===== src/rtl/div_unit_pkg.sv =====
// Shared CPU definitions used by the divider slice.
// Latency: n/a (types and constants only).
// Backpressure: n/a.
package div_unit_pkg;

    localparam int DIV_WIDTH = 32;

    typedef enum logic [1:0] {
        IDLE = 2'd0,
        CALC = 2'd1,
        FIX  = 2'd2,
        DONE = 2'd3
    } div_state_t;

endpackage


===== src/rtl/div_unit_if.sv =====
// Control-unit <-> divider signal bundle (start, operands, results, status).
// Latency: n/a (wires only).
// Backpressure: none; the control unit waits on DivDone before issuing again.
//   master: control unit side (drives DivControl/DivA/DivB)
//   slave : divider side (drives Hi/Lo/DivBusy/DivDone/DivZero)
interface div_unit_if
    import div_unit_pkg::*;
#(
    parameter int WIDTH = DIV_WIDTH
);
    logic             DivControl;
    logic [WIDTH-1:0] DivA;
    logic [WIDTH-1:0] DivB;
    logic [WIDTH-1:0] Hi;
    logic [WIDTH-1:0] Lo;
    logic             DivBusy;
    logic             DivDone;
    logic             DivZero;

    modport master (
        output DivControl, DivA, DivB,
        input  Hi, Lo, DivBusy, DivDone, DivZero
    );

    modport slave (
        input  DivControl, DivA, DivB,
        output Hi, Lo, DivBusy, DivDone, DivZero
    );
endinterface


===== src/rtl/div_step.sv =====
// One restoring-division step: shift {rem, quo} left, trial-subtract divisor.
// Latency: combinational.
// Backpressure: n/a.
//   rem/quo/dmag in -> rem_n/quo_n out (unsigned magnitudes)
module div_step #(
    parameter int WIDTH = 32
) (
    input  logic [WIDTH-1:0] rem,
    input  logic [WIDTH-1:0] quo,
    input  logic [WIDTH-1:0] dmag,
    output logic [WIDTH-1:0] rem_n,
    output logic [WIDTH-1:0] quo_n
);
    logic [WIDTH:0] shifted;
    logic [WIDTH:0] diff;

    // rem < dmag always holds, so the shifted value needs one extra bit and a
    // successful subtract always fits back into WIDTH bits.
    assign shifted = {rem, quo[WIDTH-1]};
    assign diff    = shifted - {1'b0, dmag};

    always_comb begin
        rem_n = shifted[WIDTH-1:0];
        quo_n = {quo[WIDTH-2:0], 1'b0};
        if (!diff[WIDTH]) begin
            rem_n = diff[WIDTH-1:0];
            quo_n = {quo[WIDTH-2:0], 1'b1};
        end
    end
endmodule


===== src/rtl/div_unit.sv =====
// Multicycle signed divider (MIPS div): Lo=quotient toward zero, Hi=remainder.
// Latency: WIDTH+2 cycles start->DivDone; 1 cycle for divide-by-zero.
// Backpressure: DivControl ignored unless IDLE; no queueing.
//   Clk, Reset (async active-low), bus (slave): DivControl/DivA/DivB in,
//   Hi/Lo/DivBusy/DivDone/DivZero out, all outputs registered or state-decoded.
module div_unit
    import div_unit_pkg::*;
#(
    parameter int WIDTH = DIV_WIDTH
) (
    input  logic        Clk,
    input  logic        Reset,
    div_unit_if.slave   bus
);
    localparam int CW = $clog2(WIDTH);
    localparam logic [CW-1:0] LAST = CW'(WIDTH - 1);

    div_state_t state, state_n;

    logic [WIDTH-1:0] rem, quo, dmag;
    logic [WIDTH-1:0] rem_n, quo_n;
    logic [WIDTH-1:0] hi, lo;
    logic [CW-1:0]    cnt;
    logic             sign_a, sign_b, zero;
    logic             start;

    assign start = (state == IDLE) && bus.DivControl;

    div_step #(.WIDTH(WIDTH)) u_step (
        .rem   (rem),
        .quo   (quo),
        .dmag  (dmag),
        .rem_n (rem_n),
        .quo_n (quo_n)
    );

    always_ff @(posedge Clk or negedge Reset) begin
        if (!Reset) state <= IDLE;
        else        state <= state_n;
    end

    always_comb begin
        state_n = state;
        case (state)
            IDLE: if (bus.DivControl) state_n = (bus.DivB == '0) ? DONE : CALC;
            CALC: if (cnt == LAST)    state_n = FIX;
            FIX:                      state_n = DONE;
            DONE:                     state_n = IDLE;
            default:                  state_n = IDLE;
        endcase
    end

    always_ff @(posedge Clk or negedge Reset) begin
        if (!Reset) begin
            rem    <= '0;
            quo    <= '0;
            dmag   <= '0;
            hi     <= '0;
            lo     <= '0;
            cnt    <= '0;
            sign_a <= 1'b0;
            sign_b <= 1'b0;
            zero   <= 1'b0;
        end else begin
            if (start) begin
                if (bus.DivB == '0) begin
                    zero <= 1'b1;
                end else begin
                    // Quotient register starts as |A|; its bits shift into rem.
                    quo    <= bus.DivA[WIDTH-1] ? -bus.DivA : bus.DivA;
                    dmag   <= bus.DivB[WIDTH-1] ? -bus.DivB : bus.DivB;
                    sign_a <= bus.DivA[WIDTH-1];
                    sign_b <= bus.DivB[WIDTH-1];
                    rem    <= '0;
                    cnt    <= '0;
                    zero   <= 1'b0;
                end
            end
            if (state == CALC) begin
                rem <= rem_n;
                quo <= quo_n;
                cnt <= cnt + 1'b1;
            end
            if (state == FIX) begin
                lo <= (sign_a ^ sign_b) ? -quo : quo;
                hi <= sign_a ? -rem : rem;
            end
        end
    end

    assign bus.Hi      = hi;
    assign bus.Lo      = lo;
    assign bus.DivZero = zero;
    assign bus.DivBusy = (state == CALC) || (state == FIX);
    assign bus.DivDone = (state == DONE);
endmodule


===== src/flat_wrapper.sv =====
// flat-port wrapper written by rule: the top's interface ports become plain ports
module div_unit_flat import div_unit_pkg::*;
#(
    parameter int WIDTH = DIV_WIDTH
)
  (Clk, Reset, bus_DivControl, bus_DivA, bus_DivB, bus_Hi, bus_Lo, bus_DivBusy, bus_DivDone, bus_DivZero);
  div_unit_if #(.WIDTH(WIDTH)) bus_i ();
  input  logic Clk;
  input  logic Reset;
  input wire logic [$bits(bus_i.DivControl)-1:0] bus_DivControl;
  input wire logic [$bits(bus_i.DivA)-1:0] bus_DivA;
  input wire logic [$bits(bus_i.DivB)-1:0] bus_DivB;
  output wire logic [$bits(bus_i.Hi)-1:0] bus_Hi;
  output wire logic [$bits(bus_i.Lo)-1:0] bus_Lo;
  output wire logic [$bits(bus_i.DivBusy)-1:0] bus_DivBusy;
  output wire logic [$bits(bus_i.DivDone)-1:0] bus_DivDone;
  output wire logic [$bits(bus_i.DivZero)-1:0] bus_DivZero;
  assign bus_i.DivControl = bus_DivControl;
  assign bus_i.DivA = bus_DivA;
  assign bus_i.DivB = bus_DivB;
  assign bus_Hi = bus_i.Hi;
  assign bus_Lo = bus_i.Lo;
  assign bus_DivBusy = bus_i.DivBusy;
  assign bus_DivDone = bus_i.DivDone;
  assign bus_DivZero = bus_i.DivZero;
  div_unit #(.WIDTH(WIDTH)) u_core (.Clk(Clk), .Reset(Reset), .bus(bus_i));
endmodule

===== config.mk =====
export PLATFORM = sky130hd
export DESIGN_NAME = div_unit_flat
export DESIGN_NICKNAME = d
export VERILOG_FILES = /design/src/rtl/div_unit_pkg.sv /design/src/rtl/div_unit_if.sv /design/src/rtl/div_step.sv /design/src/rtl/div_unit.sv /design/src/flat_wrapper.sv
export SDC_FILE = /design/constraint.sdc
export NUM_CORES = 1
export LEC_CHECK = 0
export CAP_MARGIN = 20
export CORE_MARGIN = 3
export CORE_UTILIZATION = 52
export DETAILED_ROUTE_END_ITERATION = 12
export HOLD_SLACK_MARGIN = 0.05
export PLACE_DENSITY = 0.74
export SLEW_MARGIN = 10
export SYNTH_ARGS = -nofsm -noshare
export SYNTH_HDL_FRONTEND = slang
export SYNTH_HIERARCHICAL = 1
export SYNTH_SLANG_ARGS = --single-unit

===== constraint.sdc =====
create_clock -name Clk -period 3.4 [get_ports Clk]
set_input_delay 0.51 -clock Clk [delete_from_list [all_inputs] [get_ports Clk]]
set_output_delay 0.51 -clock Clk [all_outputs]
set_load 0.05 [all_outputs]

* Word-level counts from Yosys, hierarchy flattened
Index checks and enable logic that the tools add are counted.
Storage, ports and cells: register bits after elaboration 170, input bits 67, output and inout bits 67, word-level logic and storage cells 53
Operators by class: add/sub/neg operators 6, eq/ne operators 7, muxes and demuxes 20, bitwise gates (word level) 2, reduce and logical (&&, ||, !) cells 8
Operator list (count):
- 32-bit two-way mux | 11
- 32-bit negation | 4
- 33-bit by 32-bit subtractor with 33-bit output | 1
- 32-bit logical NOT | 1
- 5-bit two-way mux | 3
- 2-bit case mux with 4 select lines | 1
- 2-bit two-way mux | 3
- 2-bit AND reduction | 3
- 5-bit by 1-bit adder with 5-bit output (second input constant) | 1
- 5-bit == test (second input constant) | 1
- 2-bit == test (second input constant) | 2
- 2-bit != test (second input constant) | 2
- 2-bit by 1-bit == test with 1-bit output (second input constant) | 1
- 2-bit logical NOT | 1
- 1-bit two-way mux | 2
- 2-bit by 1-bit != test with 1-bit output (second input constant) | 1
- 2-bit nonzero test | 1
- 1-bit logical AND | 1
- 1-bit logical OR | 1
- 1-bit NOT | 1
- 1-bit bitwise XOR | 1

* Longest topological paths before layout
depth in word-level cells 5, gate-level depth with buffers 17, gate-level depth less buffers 15

* Modules after synthesis
Netlist, hierarchy kept.
By module, submodules not included:
- div_unit | instances 1, cells an instance 1025, area each 9275.1 um^2
- div_step | instances 1, cells an instance 337, area each 2598.7 um^2

* Worst setup path before layout
OpenSTA, ideal clock, no wires.
path kind reg2reg, from reg u_core.quo[31], to reg u_core.rem[13], arrival time 3288 ps, setup slack -20 ps, stages on the path, launching flop included 18, clock period less this slack 3420 ps, cells stage by stage dfrtp_1 -> inv_1 -> ha_1 -> fa_1 -> and2b_1 -> o2111ai_2 -> a21oi_2 -> o2111ai_1 -> a211oi_2 -> nor2_4 -> mux2i_4 -> and2_4 -> buf_12 -> inv_8 -> buf_12 -> mux2_4 -> nand2_1 -> o21ai_1
Between the ends: longest elaborated chain between the ends 3
RTL lines:
- from (decl) | RTL line div_unit.sv:20 | logic [WIDTH-1:0] rem, quo, dmag;
- from (signal assigned) | RTL line div_unit.sv:70 | quo <= bus.DivA[WIDTH-1] ? -bus.DivA : bus.DivA;
- from (signal assigned) | RTL line div_unit.sv:81 | quo <= quo_n;
- 33-bit by 32-bit subtractor with 33-bit output | RTL line div_step.sv:20 | assign diff = shifted - {1'b0, dmag};
- 32-bit two-way mux | RTL line div_step.sv:25 | if (!diff[WIDTH]) begin
- via u_core.rem_n[13] | RTL line div_unit.sv:21 | logic [WIDTH-1:0] rem_n, quo_n;
- 32-bit two-way mux | RTL line div_unit.sv:79 | if (state == CALC) begin
- to (signal assigned) | RTL line div_unit.sv:80 | rem <= rem_n;
- to (decl) | RTL line div_unit.sv:20
The timed path passes the listed nets, and every way through them passes these cells. A chain may end at the register's enable or synchronous reset.

* Worst setup path in the final report
from reg u_core.quo[31], to reg u_core.rem[24]
The elaborated chain is that of the path after synthesis.

==> reports/qor.yml <==
outcome:
  status: "completed"
final_layout:
  fillCellCount: 1898
  fin_area_mm2: 0.01400
  post_route_cells_drive_above_1_share_pct: 9.878
  finalNetCount: 1576
  area_growth_pct: 17.93
  fin_util_pct: 63.19
  diodes: 0
  instances_no_fill: 1758
critical_path:
  criticalPathCategory: "reg -> reg"
  crit_chain: "inv_1 -> ha_2 -> fa_2 -> and2b_1 -> o2111ai_2 -> a21oi_2 -> o2111ai_2 -> a211oi_2 -> nor2_4 -> mux2i_4 -> and2_4 -> inv_8 -> mux2_4 -> nand2_1 -> o21ai_1"
  critPathBufInv: 2
  crit_required_ns: 3.69
  critical_path.endpoint_type: "flip-flop"
  cpLargestDelayFamily: "compound AO/OA/AOI/OAI gates"
  crit_path_frequent_cell: "o2111ai_2"
  slowest_stage: "dfrtp_1"
  path_max_fanout: 12
  arrival_ns: 3.57
  r2r_slack_ns: 0.12
  critical-path-max-stage-delay_ns: 0.36
  crit_path_start_kind: "flip-flop"
routing:
  num_vias: 10170
  routed_via_density: 5.786
  wl_per_cell_um: 17.20
  drt_iter0_markers: 884
  drcViolationCount: 0
  dr.pass1.iters: 5
  routed_wl_mm: 30.24
  ant_nets: 0
grt:
  grt_pass1_vias: 9385
  grt_overflow: 0
  grt_max_degree: 76
  grt_use_total_pct: 24.19
  grt_pass1_wl_mm: 48.27
  antenna_found_initial: 0
clock_network:
  clockRootBuffer: "clkbuf_16"
  cts_buffers: 17
  h-tree-depth: 4
  cts_sinks: 170
  clk_pin_slew_worst_paths_ns: 0.08
  cts_tree: "done"
  cts_buffer_depth: 2
  clock_latency_ns: 0.44
floorplanning:
  rows: 54
  io_pins: 134
  die_x_um: 157.1
  dieArea_mm2: 0.02468
  core_mm2: 0.02216
  die_y_um: 157.1
  start_util_pct: 53.58
placement:
  io_buffer_count: 133
  placed_area_mm2: 0.01333
  globalplace.congestion: 0.9817
  place_ws_ns: 0.01367
  placedCellCount: 1720
  dp_hpwl_mm: 22.52
timing:
  finalSetupViolCount: 0
  drv_slew: 0
  fin_worst_skew_ns: 0.01127
  max_slew.worst_pin.slew_ns: 1.103
  period_minus_slack_ns: 3.275
  whs_ns: 0.4802
  finalHoldViolCount: 0
  finalSetupTns_ns: 0
  layout_setup_ws_ns: 0.1247
  layout_worst_path_cycle_share_pct: 96.33
  slew_headroom_pct: 26.29
  fmax_mhz: 305.3
yosys:
  synthSimpleGateAreaFrac_pct: 17.68
  synth_top_family_by_area: "compound AO/OA/AOI/OAI gates"
  netlist_area_mm2: 0.01187
  synth_seq_area_share_pct: 35.83
  synth.distinct_cells: 82
  async_flop_share_pct: 100.0
  synth_compound_area_share_pct: 18.65
  synth_area_leader_cell: "dfrtp_1"
  synth_mux_area_share_pct: 5.100
  netlist_top_cells_count: "nand2_1, dfrtp_1, a21oi_1"
  synthFlopType: "dfrtp_1"
  synth_top_area_share_pct: 35.83
  synth_fa_ha_area_share_pct: 4.700
  synth_area_leaders: "dfrtp_1, xor2_1, nand2_1, xnor2_1, ha_1"
  syn_area_per_cell_um2: 8.718
  yosys_warnings: 6
  synth_fp_nets: 1473
  ys_ff_latch: 170
  synth_most_common_cell: "nand2_1"
  synthXorXnorAreaFrac_pct: 10.84
  synth_cells: 1362
  synth_edf_count: 0
run:
  drv_cap: 0
power:
  p_sw_mw: 8.488
  power_frac_comb_pct: 65.7
  vdd_ir_drop_max_mv: 0.5469
  p_int_mw: 8.820
  leakage_nw: 6.028
  clkPwrFrac_pct: 11.6
  pwr-share-seq_pct: 22.7
  netSwitchingFraction_pct: 49.04
  finalPower_mw: 17.31
  power.density_mw_per_mm2: 1236
hold_path:
  hold_path.class: "reg -> reg"
registers in the layout, summed over array words and instances (netlist names):
name / count
u_core/cnt: 5
u_core/sign_b: 1
u_core/rem: 32
u_core/state: 2
u_core/bus.Hi: 32
u_core/sign_a: 1
u_core/quo: 32
u_core/dmag: 32
u_core/bus.DivZero: 1
u_core/bus.Lo: 32
metal layers:
layer / share of wire (%) / vias up / GRT usage, % / wire length, um
li1: - / 4991 / - / -
met2: 42 / 356 / 34.40 / 12790
met4: 0.90 / 0 / 4.752 / 273
met1: 49 / 4802 / 38.57 / 14820
met5: 0 / - / 0 / 0
met3: 7.8 / 23 / 4.207 / 2362
power by group through the flow:
stage	logic, mW	registers [mW]	clock network [mW]
floorplan	7.47	5.00	0
global placement	10.8	3.88	0
detailed placement	11.0	3.93	0
CTS	11.1	3.90	2.05
global route	12.4	4.04	2.14
finish	11.4	3.93	2.02
worst paths after layout:
kind	startpoint	endpoint	cells past startpoint
min in group asynchronous	Reset	u_core/dmag[9]$_DFFE_PN0P_	2
min	u_core/dmag[13]$_DFFE_PN0P_	u_core/dmag[13]$_DFFE_PN0P_	2
max	u_core/quo[31]$_DFFE_PN0P_	u_core/rem[24]$_DFFE_PN0P_	15
max reg2reg	u_core/quo[31]$_DFFE_PN0P_	u_core/rem[24]$_DFFE_PN0P_	15
max in group asynchronous	Reset	u_core/bus.Lo[19]$_DFFE_PN0P_	3
min reg2reg	u_core/dmag[13]$_DFFE_PN0P_	u_core/dmag[13]$_DFFE_PN0P_	2
cell type report:
type	count	area (um2)	area share [%]
inverters	57	226.5	1.617
clock inverters	15	175.2	1.251
flip-flops and latches	170	4254	30.38
repair inverters	2	22.52	0.1608
well taps	280	350.3	2.502
clock buffers	17	425.4	3.038
multi-input cells	1038	6819	48.70
repair buffers	179	1730	12.36
logic make-up after synthesis:
family / Yosys count
fa+ha+maj: 44
mux: 49
buf+inv: 155
flops: 170
xor+xnor: 147
compound gates: 364
simple gates: 433
worst min-delay path, stage by stage (launching register included):
cell and delay, ns:
dfrtp_1 0.35, nand2_1 0.04, o21ai_0 0.05
what timing repair did:
item,in CTS,in global routing
hold buffers,1,0
gates resized for setup,1,6
hold endpoints to repair,47,0
setup buffers,0,2
setup endpoints to repair,2,24
gates cloned,0,3
pin swaps,0,3
cells in the final DEF, fill, tap and decap left out, drive strengths merged, types with 13 or more instances in the layout:
cell type / count
buf: 46
or3: 13
nand3: 31
o21ai: 130
a21oi: 107
nor3: 22
clkbuf: 17
mux2: 25
nor2: 98
or4: 15
xor2: 80
nor4: 17
xnor2: 67
ha: 43
dfrtp: 170
clkdlybuf4s50: 132
nand2: 175
inv: 67
a21o: 17
mux2i: 24
o31ai: 40
and3: 18
o41ai: 16
Note: power is estimated with default switching activity, not from simulation.
